### src/rtl/pov_pkg.sv
// Shared constants and types for the POV column driver.
//   - Glyph geometry: GLYPH_W lit columns per glyph, GLYPH_PITCH columns per
//     glyph slot (the extra column is a blank spacer), NUM_GLYPHS slots, and
//     WINDOW lit columns at the start of each revolution.
//   - Glyph codes: 0-9 are digits, GLYPH_COLON and GLYPH_BLANK follow.
//   - Column-driver FSM state encoding and the packed digit snapshot type.
package pov_pkg;
  localparam int GLYPH_W     = 5;
  localparam int GLYPH_PITCH = 6;
  localparam int NUM_GLYPHS  = 8;
  localparam int WINDOW      = 48;

  localparam logic [3:0] GLYPH_COLON = 4'd10;
  localparam logic [3:0] GLYPH_BLANK = 4'd11;

  typedef enum logic [1:0] {
    ST_IDLE = 2'd0,
    ST_ARM  = 2'd1,
    ST_RUN  = 2'd2
  } pov_state_e;

  typedef struct packed {
    logic [4:0] ht;
    logic [4:0] ho;
    logic [4:0] mt;
    logic [4:0] mo;
    logic [4:0] st;
    logic [4:0] so;
  } pov_digits_t;

  // Out-of-range BCD values render as an empty glyph.
  function automatic logic [3:0] digit_glyph(input logic [4:0] d);
    return (d > 5'd9) ? GLYPH_BLANK : d[3:0];
  endfunction
endpackage

### src/rtl/pov_font_rom.sv
// Combinational 5x8 font ROM.
//   glyph[3:0] : glyph code (0-9 digits, GLYPH_COLON, anything else blank)
//   gcol[2:0]  : column inside the glyph slot; columns >= GLYPH_W are dark
//   col[7:0]   : LED pattern for that column, bit0 = top LED
module pov_font_rom
  import pov_pkg::*;
(
  input  logic [3:0] glyph,
  input  logic [2:0] gcol,
  output logic [7:0] col
);
  // Column 0 of the glyph sits in the top byte.
  logic [39:0] bitmap;

  always_comb begin
    case (glyph)
      4'd0:        bitmap = 40'h3E_51_49_45_3E;
      4'd1:        bitmap = 40'h00_42_7F_40_00;
      4'd2:        bitmap = 40'h42_61_51_49_46;
      4'd3:        bitmap = 40'h21_41_45_4B_31;
      4'd4:        bitmap = 40'h18_14_12_7F_10;
      4'd5:        bitmap = 40'h27_45_45_45_39;
      4'd6:        bitmap = 40'h3C_4A_49_49_30;
      4'd7:        bitmap = 40'h01_71_09_05_03;
      4'd8:        bitmap = 40'h36_49_49_49_36;
      4'd9:        bitmap = 40'h06_49_49_29_1E;
      GLYPH_COLON: bitmap = 40'h00_36_36_00_00;
      default:     bitmap = 40'h0;
    endcase
    col = 8'h00;
    if (gcol < 3'(GLYPH_W)) begin
      case (gcol)
        3'd0:    col = bitmap[39:32];
        3'd1:    col = bitmap[31:24];
        3'd2:    col = bitmap[23:16];
        3'd3:    col = bitmap[15:8];
        default: col = bitmap[7:0];
      endcase
    end
  end
endmodule

### src/rtl/pov_column_driver.sv
// POV LED bar driver: measures the rotation period from the hall index
// sensor, slices each revolution into 2^COL_SHIFT columns and renders
// "HH:MM:SS" in the first WINDOW columns; the rest of the revolution is dark.
//   sys_clk, rst_n     : clock, asynchronous active-low reset
//   hall_in            : raw index sensor (rising edge = column 0)
//   hours/minutes/seconds tens/ones : BCD digits, sampled on each index
//   led_col            : registered LED column, bit0 = top LED
//   col_strobe         : one-cycle pulse when led_col takes a new column
//   spinning           : high while a valid rotation period is held
// Build option: define POV_COLON_BLINK_EN to blank the colons while the
// snapshot seconds_ones is odd; otherwise the colons are always lit.
module pov_column_driver
  import pov_pkg::*;
#(
  parameter int PERIOD_W  = 24,
  parameter int COL_SHIFT = 7,
  parameter int SYNC_STG  = 2
) (
  input  logic       sys_clk,
  input  logic       rst_n,
  input  logic       hall_in,
  input  logic [4:0] hours_tens,
  input  logic [4:0] hours_ones,
  input  logic [4:0] minutes_tens,
  input  logic [4:0] minutes_ones,
  input  logic [4:0] seconds_tens,
  input  logic [4:0] seconds_ones,
  output logic [7:0] led_col,
  output logic       col_strobe,
  output logic       spinning
);
  localparam logic [PERIOD_W-1:0]  CNT_MAX = '1;
  localparam logic [PERIOD_W-1:0]  CNT_ONE = {{(PERIOD_W-1){1'b0}}, 1'b1};
  localparam logic [COL_SHIFT-1:0] COL_MAX = '1;

  logic [SYNC_STG-1:0]  sync_q, sync_d;
  logic                 hall_prev_q, hall_prev_d;
  pov_state_e           state_q, state_d;
  logic [PERIOD_W-1:0]  cnt_q, cnt_d;
  logic [PERIOD_W-1:0]  period_q, period_d;
  logic [PERIOD_W-1:0]  dcnt_q, dcnt_d;
  logic [COL_SHIFT-1:0] col_idx_q, col_idx_d;
  logic                 col_new_q, col_new_d;
  pov_digits_t          snap_q, snap_d;
  logic [7:0]           led_col_q, led_col_d;
  logic                 col_strobe_q, col_strobe_d;
  logic                 spinning_q, spinning_d;

  logic        idx_pulse, stall, in_win;
  int unsigned ci, g_i;
  logic [2:0]  gcol;
  logic [3:0]  glyph, colon_glyph;
  logic [7:0]  rom_col;

  function automatic logic [PERIOD_W-1:0] col_period_of(input logic [PERIOD_W-1:0] p);
    logic [PERIOD_W-1:0] c;
    c = p >> COL_SHIFT;
    return (c == '0) ? CNT_ONE : c;
  endfunction

  pov_font_rom u_rom (
    .glyph (glyph),
    .gcol  (gcol),
    .col   (rom_col)
  );

  // Index detection, period measurement and column sequencing.
  always_comb begin
    sync_d      = {sync_q[SYNC_STG-2:0], hall_in};
    hall_prev_d = sync_q[SYNC_STG-1];
    idx_pulse   = sync_q[SYNC_STG-1] & ~hall_prev_q;
    stall       = (cnt_q == CNT_MAX);

    state_d   = state_q;
    cnt_d     = stall ? cnt_q : cnt_q + 1'b1;
    period_d  = period_q;
    dcnt_d    = dcnt_q;
    col_idx_d = col_idx_q;
    col_new_d = 1'b0;
    snap_d    = snap_q;

    if (idx_pulse) begin
      // The pulse cycle is cycle 1 of the new revolution, so the latched
      // count equals the number of cycles between index edges.
      cnt_d     = CNT_ONE;
      period_d  = cnt_q;
      dcnt_d    = col_period_of(cnt_q);
      col_idx_d = '0;
      snap_d    = '{ht: hours_tens, ho: hours_ones, mt: minutes_tens,
                    mo: minutes_ones, st: seconds_tens, so: seconds_ones};
      if (state_q == ST_IDLE) begin
        state_d = ST_ARM;
      end else begin
        state_d   = ST_RUN;
        col_new_d = 1'b1;
      end
    end else if (stall) begin
      state_d   = ST_IDLE;
      period_d  = '0;
      col_idx_d = '0;
    end else if (state_q == ST_RUN) begin
      if (dcnt_q <= CNT_ONE) begin
        dcnt_d = col_period_of(period_q);
        // Last column holds (dark) until the next index; no wrap.
        if (col_idx_q != COL_MAX) begin
          col_idx_d = col_idx_q + 1'b1;
          col_new_d = 1'b1;
        end
      end else begin
        dcnt_d = dcnt_q - 1'b1;
      end
    end
  end

  // Column layout: glyph slot and column within slot.
  always_comb begin
    ci   = 32'(col_idx_q);
    g_i  = ci / GLYPH_PITCH;
    gcol = 3'(ci % GLYPH_PITCH);
    // WINDOW = NUM_GLYPHS * GLYPH_PITCH; both bounds describe the same window.
    in_win = (ci < WINDOW) && (g_i < NUM_GLYPHS);
`ifdef POV_COLON_BLINK_EN
    colon_glyph = snap_q.so[0] ? GLYPH_BLANK : GLYPH_COLON;
`else
    colon_glyph = GLYPH_COLON;
`endif
    case (g_i)
      0:       glyph = digit_glyph(snap_q.ht);
      1:       glyph = digit_glyph(snap_q.ho);
      2, 5:    glyph = colon_glyph;
      3:       glyph = digit_glyph(snap_q.mt);
      4:       glyph = digit_glyph(snap_q.mo);
      6:       glyph = digit_glyph(snap_q.st);
      7:       glyph = digit_glyph(snap_q.so);
      default: glyph = GLYPH_BLANK;
    endcase

    led_col_d    = (state_q == ST_RUN && !stall && in_win) ? rom_col : 8'h00;
    col_strobe_d = col_new_q && (state_q == ST_RUN);
    spinning_d   = (state_d == ST_RUN);
  end

  always_ff @(posedge sys_clk or negedge rst_n) begin
    if (!rst_n) begin
      sync_q       <= '0;
      hall_prev_q  <= 1'b0;
      state_q      <= ST_IDLE;
      cnt_q        <= '0;
      period_q     <= '0;
      dcnt_q       <= '0;
      col_idx_q    <= '0;
      col_new_q    <= 1'b0;
      snap_q       <= '0;
      led_col_q    <= 8'h00;
      col_strobe_q <= 1'b0;
      spinning_q   <= 1'b0;
    end else begin
      sync_q       <= sync_d;
      hall_prev_q  <= hall_prev_d;
      state_q      <= state_d;
      cnt_q        <= cnt_d;
      period_q     <= period_d;
      dcnt_q       <= dcnt_d;
      col_idx_q    <= col_idx_d;
      col_new_q    <= col_new_d;
      snap_q       <= snap_d;
      led_col_q    <= led_col_d;
      col_strobe_q <= col_strobe_d;
      spinning_q   <= spinning_d;
    end
  end

  assign led_col    = led_col_q;
  assign col_strobe = col_strobe_q;
  assign spinning   = spinning_q;
endmodule

### config.mk
export PLATFORM = sky130hd
export DESIGN_NAME = pov_column_driver
export DESIGN_NICKNAME = d
export VERILOG_FILES = /design/src/rtl/pov_pkg.sv /design/src/rtl/pov_font_rom.sv /design/src/rtl/pov_column_driver.sv
export SDC_FILE = /design/constraint.sdc
export NUM_CORES = 1
export LEC_CHECK = 0
export CAP_MARGIN = 20
export CORE_MARGIN = 2
export CORE_UTILIZATION = 61
export DETAILED_ROUTE_END_ITERATION = 8
export PLACE_DENSITY_LB_ADDON = 0.08
export SLEW_MARGIN = 10
export SYNTH_ARGS = -nofsm -noshare
export SYNTH_HDL_FRONTEND = slang
export SYNTH_SLANG_ARGS = --single-unit
### constraint.sdc
create_clock -name sys_clk -period 13.2 [get_ports sys_clk]
set_input_delay 3.96 -clock sys_clk [delete_from_list [all_inputs] [get_ports sys_clk]]
set_output_delay 3.96 -clock sys_clk [all_outputs]
set_load 0.01 [all_outputs]
==> summary.txt <==
Detailed routing
  • Vias per cell: 6.59
  • Final ANT Viol Nets: 0
  • Vias: a little over 7000
  • Final WL: 21.0 mm
  • TritonRoute pass-1 iters: 5
  • Residual DRC count: 0
  • Starting DRC count in detailed routing: between 600 and 700
  • Routed wire per std cell: between 15 and 20 µm

Global routing
  • Vias in the first global route: 7141
  • Largest net degree at the start of global routing: 74
  • Gr ovfl total: 0
  • GRT Total Usage: 0.334
  • Initial antenna violation count: 0
  • Wire length of the first global-routing pass: 34.8 mm

Clocking
  • Later-pin clock latency in the skew report: around 420 ps
  • # clock sinks: 117
  • Root Buffer: clkbuf_16
  • Number of buffers created by CTS: 17
  • H-tree depth: 4
  • Clk pin slew, worst setup/hold paths: around 60 ps
  • CTS Buffer Depth: 2
  • Post-CTS sizing: 0
  • Post-CTS setup buffers: 0
  • CTS tree: built
  • Hold Buf Count CTS: 0

Place
  • Area post-placement: 7890 µm²
  • IO Port Bufs: between 40 and 50
  • Setup WS pre-CTS: a little under 8000 ps
  • RD Place Congestion: 0.939
  • DP HPWL: roughly 14 mm

Flow run
  • Max-cap violation count: 0

Worst setup path
  • Slowest CP cell: dfrtp_1
  • Worst setup EP type: flop
  • Maximum net fanout on the critical path: 27
  • Crit-path most repeated cell: ha_1
  • Crit path cell chain: ha_1 > nor2b_2 > mux2_2 > o21ai_2 > nor3_2 > o31a_1 > nor4b_1 > nor2_2 > inv_1 > ha_1 > clkinv_1 > o41a_1 > a32oi_1 > a211oi_1 > o22ai_1
  • Worst EP arrival: approximately 5600 ps
  • Worst EP required: roughly 14000 ps
  • CP Class: flop to flop
  • CP max stage delay: between 800 and 900 ps
  • CP startpoint kind: flop

Die
  • Site Rows: 40
  • Die area: around 13000 µm²
  • Io pins: 43
  • Overall die height: between 100 and 150 µm
  • Initial core utilization: 0.625
  • Core ar.: around 12000 µm²
  • Die W: ~110 µm

Finish
  • Post-layout util: 0.712
  • Area grow syn2layout: 13.8%
  • Finished Cell Area: around 8500 µm²
  • Share of cells above drive strength 1: 0.0730
  • Final nets: 978
  • Ant. Diodes: 0

Timing
  • Final setup viols: 0
  • Shortest period the worst path allows: 5260 ps
  • Max Clock Freq: around 190 MHz
  • Slew @ Worst Pin: about 1100 ps
  • Hold Violations, Final: 0
  • Hold_ws: between 300 and 400 ps
  • Setup slack after layout: a little under 8000 ps
  • Final period util: 0.399
  • Slew Limit Fails: 0
  • Max_slew headroom: 0.267
  • Worst Clk Skew: 8.77 ps
  • Setup TNS: 0 ps
  • RSZ-0062 raised after global routing: false

Synth
  • Prevailing post-synth register cell: dfrtp_1
  • Yosys reg bits: 117
  • Share of flip-flops with an asynchronous set or reset: 1.00
  • Seq/Total Area, Yosys: 0.390
  • Post-synthesis instance total: slightly above 900
  • Mapped Area: roughly 7500 µm²
  • Post-synth EDFFs: 0
  • Avg Cell Area, Syn: 8.17 µm²
  • Mapped Nets: between 900 and 1000
  • Synth unique cells: 90
  • Ys Warns: 0

Run status
  • Run status: complete, no violations

Min path
  • Worst min-delay path category: flop to flop

Power and ir drop
  • Peak supply drop: between 0.15 and 0.2 mV
  • Pwr dens: between 150 and 200 nW/µm²
  • Leakage: 0.00370 µW
[report_power, final]
part / leakage, µW / total [µW] / switching [µW] / internal [µW]
Clock: 0.000322 / 517 / 175 / 342
Combinational: 0.00184 / 398 / 244 / 154
Sequential: 0.00154 / 477 / 60.6 / 416
Total: 0.00370 / 1390 / 480 / 912
[synth_stat cells (3+ instances only)]
master / count / share of area
o311ai_0: 4 / 0.0047
nand3_1: 36 / 0.024
dfrtp_1: 117 / 0.39
mux2_2: 3 / 0.0045
and3b_1: 3 / 0.0035
a22oi_1: 5 / 0.0050
buf_4: 8 / 0.0080
o21a_1: 7 / 0.0070
nor4_1: 15 / 0.012
xor2_1: 20 / 0.023
buf_2: 9 / 0.0060
and4_1: 3 / 0.0035
a211o_1: 4 / 0.0047
nand3b_1: 3 / 0.0030
a211oi_1: 16 / 0.016
nand2b_1: 10 / 0.0083
o31a_1: 5 / 0.0058
a31oi_1: 7 / 0.0058
nand4_1: 17 / 0.014
o221ai_1: 3 / 0.0035
a32oi_1: 7 / 0.0082
xnor2_1: 11 / 0.013
a21oi_1: 45 / 0.030
o22ai_1: 15 / 0.012
nor2_1: 92 / 0.046
nand2_1: 171 / 0.085
or3_1: 4 / 0.0033
ha_1: 13 / 0.022
inv_1: 29 / 0.014
o31ai_1: 6 / 0.0060
buf_6: 5 / 0.0075
and3_1: 9 / 0.0075
and2_1: 6 / 0.0050
mux2i_1: 11 / 0.015
a41oi_1: 5 / 0.0058
o21ai_0: 62 / 0.041
clkbuf_1: 29 / 0.014
nor2b_1: 6 / 0.0050
a21o_1: 5 / 0.0050
o21ai_1: 4 / 0.0027
nor3_1: 21 / 0.014
o211ai_1: 6 / 0.0060
[cells in the final DEF (no fill, tap or decap), types with 4 or more instances in the layout]
cell type | Yosys | final
a211oi_1 | 16 | 16
nand4_1 | 17 | 17
a31oi_1 | 7 | 7
clkbuf_16 | 0 | 17
dfrtp_1 | 117 | 117
bufinv_16 | 0 | 5
a32oi_1 | 7 | 7
and3_1 | 9 | 9
o21ai_1 | 4 | 4
mux2i_1 | 11 | 11
a21o_1 | 5 | 5
nor2b_1 | 6 | 5
a41oi_1 | 5 | 5
or3_1 | 4 | 4
nor4_1 | 15 | 14
o31ai_1 | 6 | 6
clkdlybuf4s50_1 | 0 | 40
o31a_1 | 5 | 5
inv_6 | 0 | 5
a22oi_1 | 5 | 5
ha_1 | 13 | 13
o211ai_1 | 6 | 6
and2_1 | 6 | 6
a21oi_1 | 45 | 45
nand2b_1 | 10 | 9
o22ai_1 | 15 | 15
inv_1 | 29 | 29
o21a_1 | 7 | 7
nor3_1 | 21 | 21
nor2_1 | 92 | 92
xor2_1 | 20 | 20
o311ai_0 | 4 | 4
nand2_1 | 171 | 171
o21ai_0 | 62 | 62
nand3_1 | 36 | 36
xnor2_1 | 11 | 11
a211o_1 | 4 | 4
buf_4 | 8 | 8
[per-layer routing]
layer	vias up	track usage	wire length (µm)
li1	3323	-	-
met1	3467	0.416	8480
met2	331	0.553	10500
met3	74	0.0580	1200
met4	0	0.186	905
met5	-	0	0
[critical path: cells and delay by family (launching register included)]
kind                     cells  cell delay, ps
multiplexers                 1             380
AND/OR/NAND/NOR              4            1190
flip-flops                   1             860
AO/OA/AOI/OAI                6            1510
buffers and inverters        2             460
adder cells (fa/ha/maj)      2             780
[worst paths after layout]
path	from	endpoint	slack (ps)	cells after the start
worst max-delay path	col_idx_q[5]	led_col[4]	7940	15
worst min-delay path	sync_q[0]	sync_q[1]	380	0
worst max register to register	col_idx_q[5]	led_col[4]	7940	15
worst min register to register	sync_q[0]	sync_q[1]	380	0
max in group asynchronous	rst_n	col_idx_q[3]	8290	2
min in group asynchronous	rst_n	snap_q[8]	3550	1
[kinds of logic after synthesis]
kind of cell	synth area share
AO/OA/AOI/OAI	0.219
XOR/XNOR	0.0361
adder cells (fa/ha/maj)	0.0230
buffers and inverters	0.0533
flip-flops	0.390
multiplexers	0.0192
other	0.000499
AND/OR/NAND/NOR	0.259
[stage by stage]
| stage | power (µW) | instances |
|---|---|---|
| after floorplan | 740 | 919 |
| after global placement | 851 | 1060 |
| after detailed placement | 867 | 1060 |
| after CTS | 1390 | 1092 |
| after global routing | 1470 | 1092 |
| final | 1390 | 1092 |
[state kept, by name, indices dropped and copies added (netlist names), 2 cells and up]
signal / count
snap_q: 30
sync_q: 2
col_idx_q: 7
cnt_q: 24
period_q: 17
led_col: 7
dcnt_q: 24
state_q: 2
[area by class of cell]
type | instances | area, µm²
Clock buffer | 18 | 439
Clock inverter | 14 | 220
Fill cell | 936 | 3460
Inverter | 31 | 118
Multi-Input combinational cell | 717 | 4200
Sequential cell | 117 | 2930
Tap cell | 147 | 184
Timing Repair Buffer | 48 | 460
No activity file was read; power rests on OpenSTA's default activity.
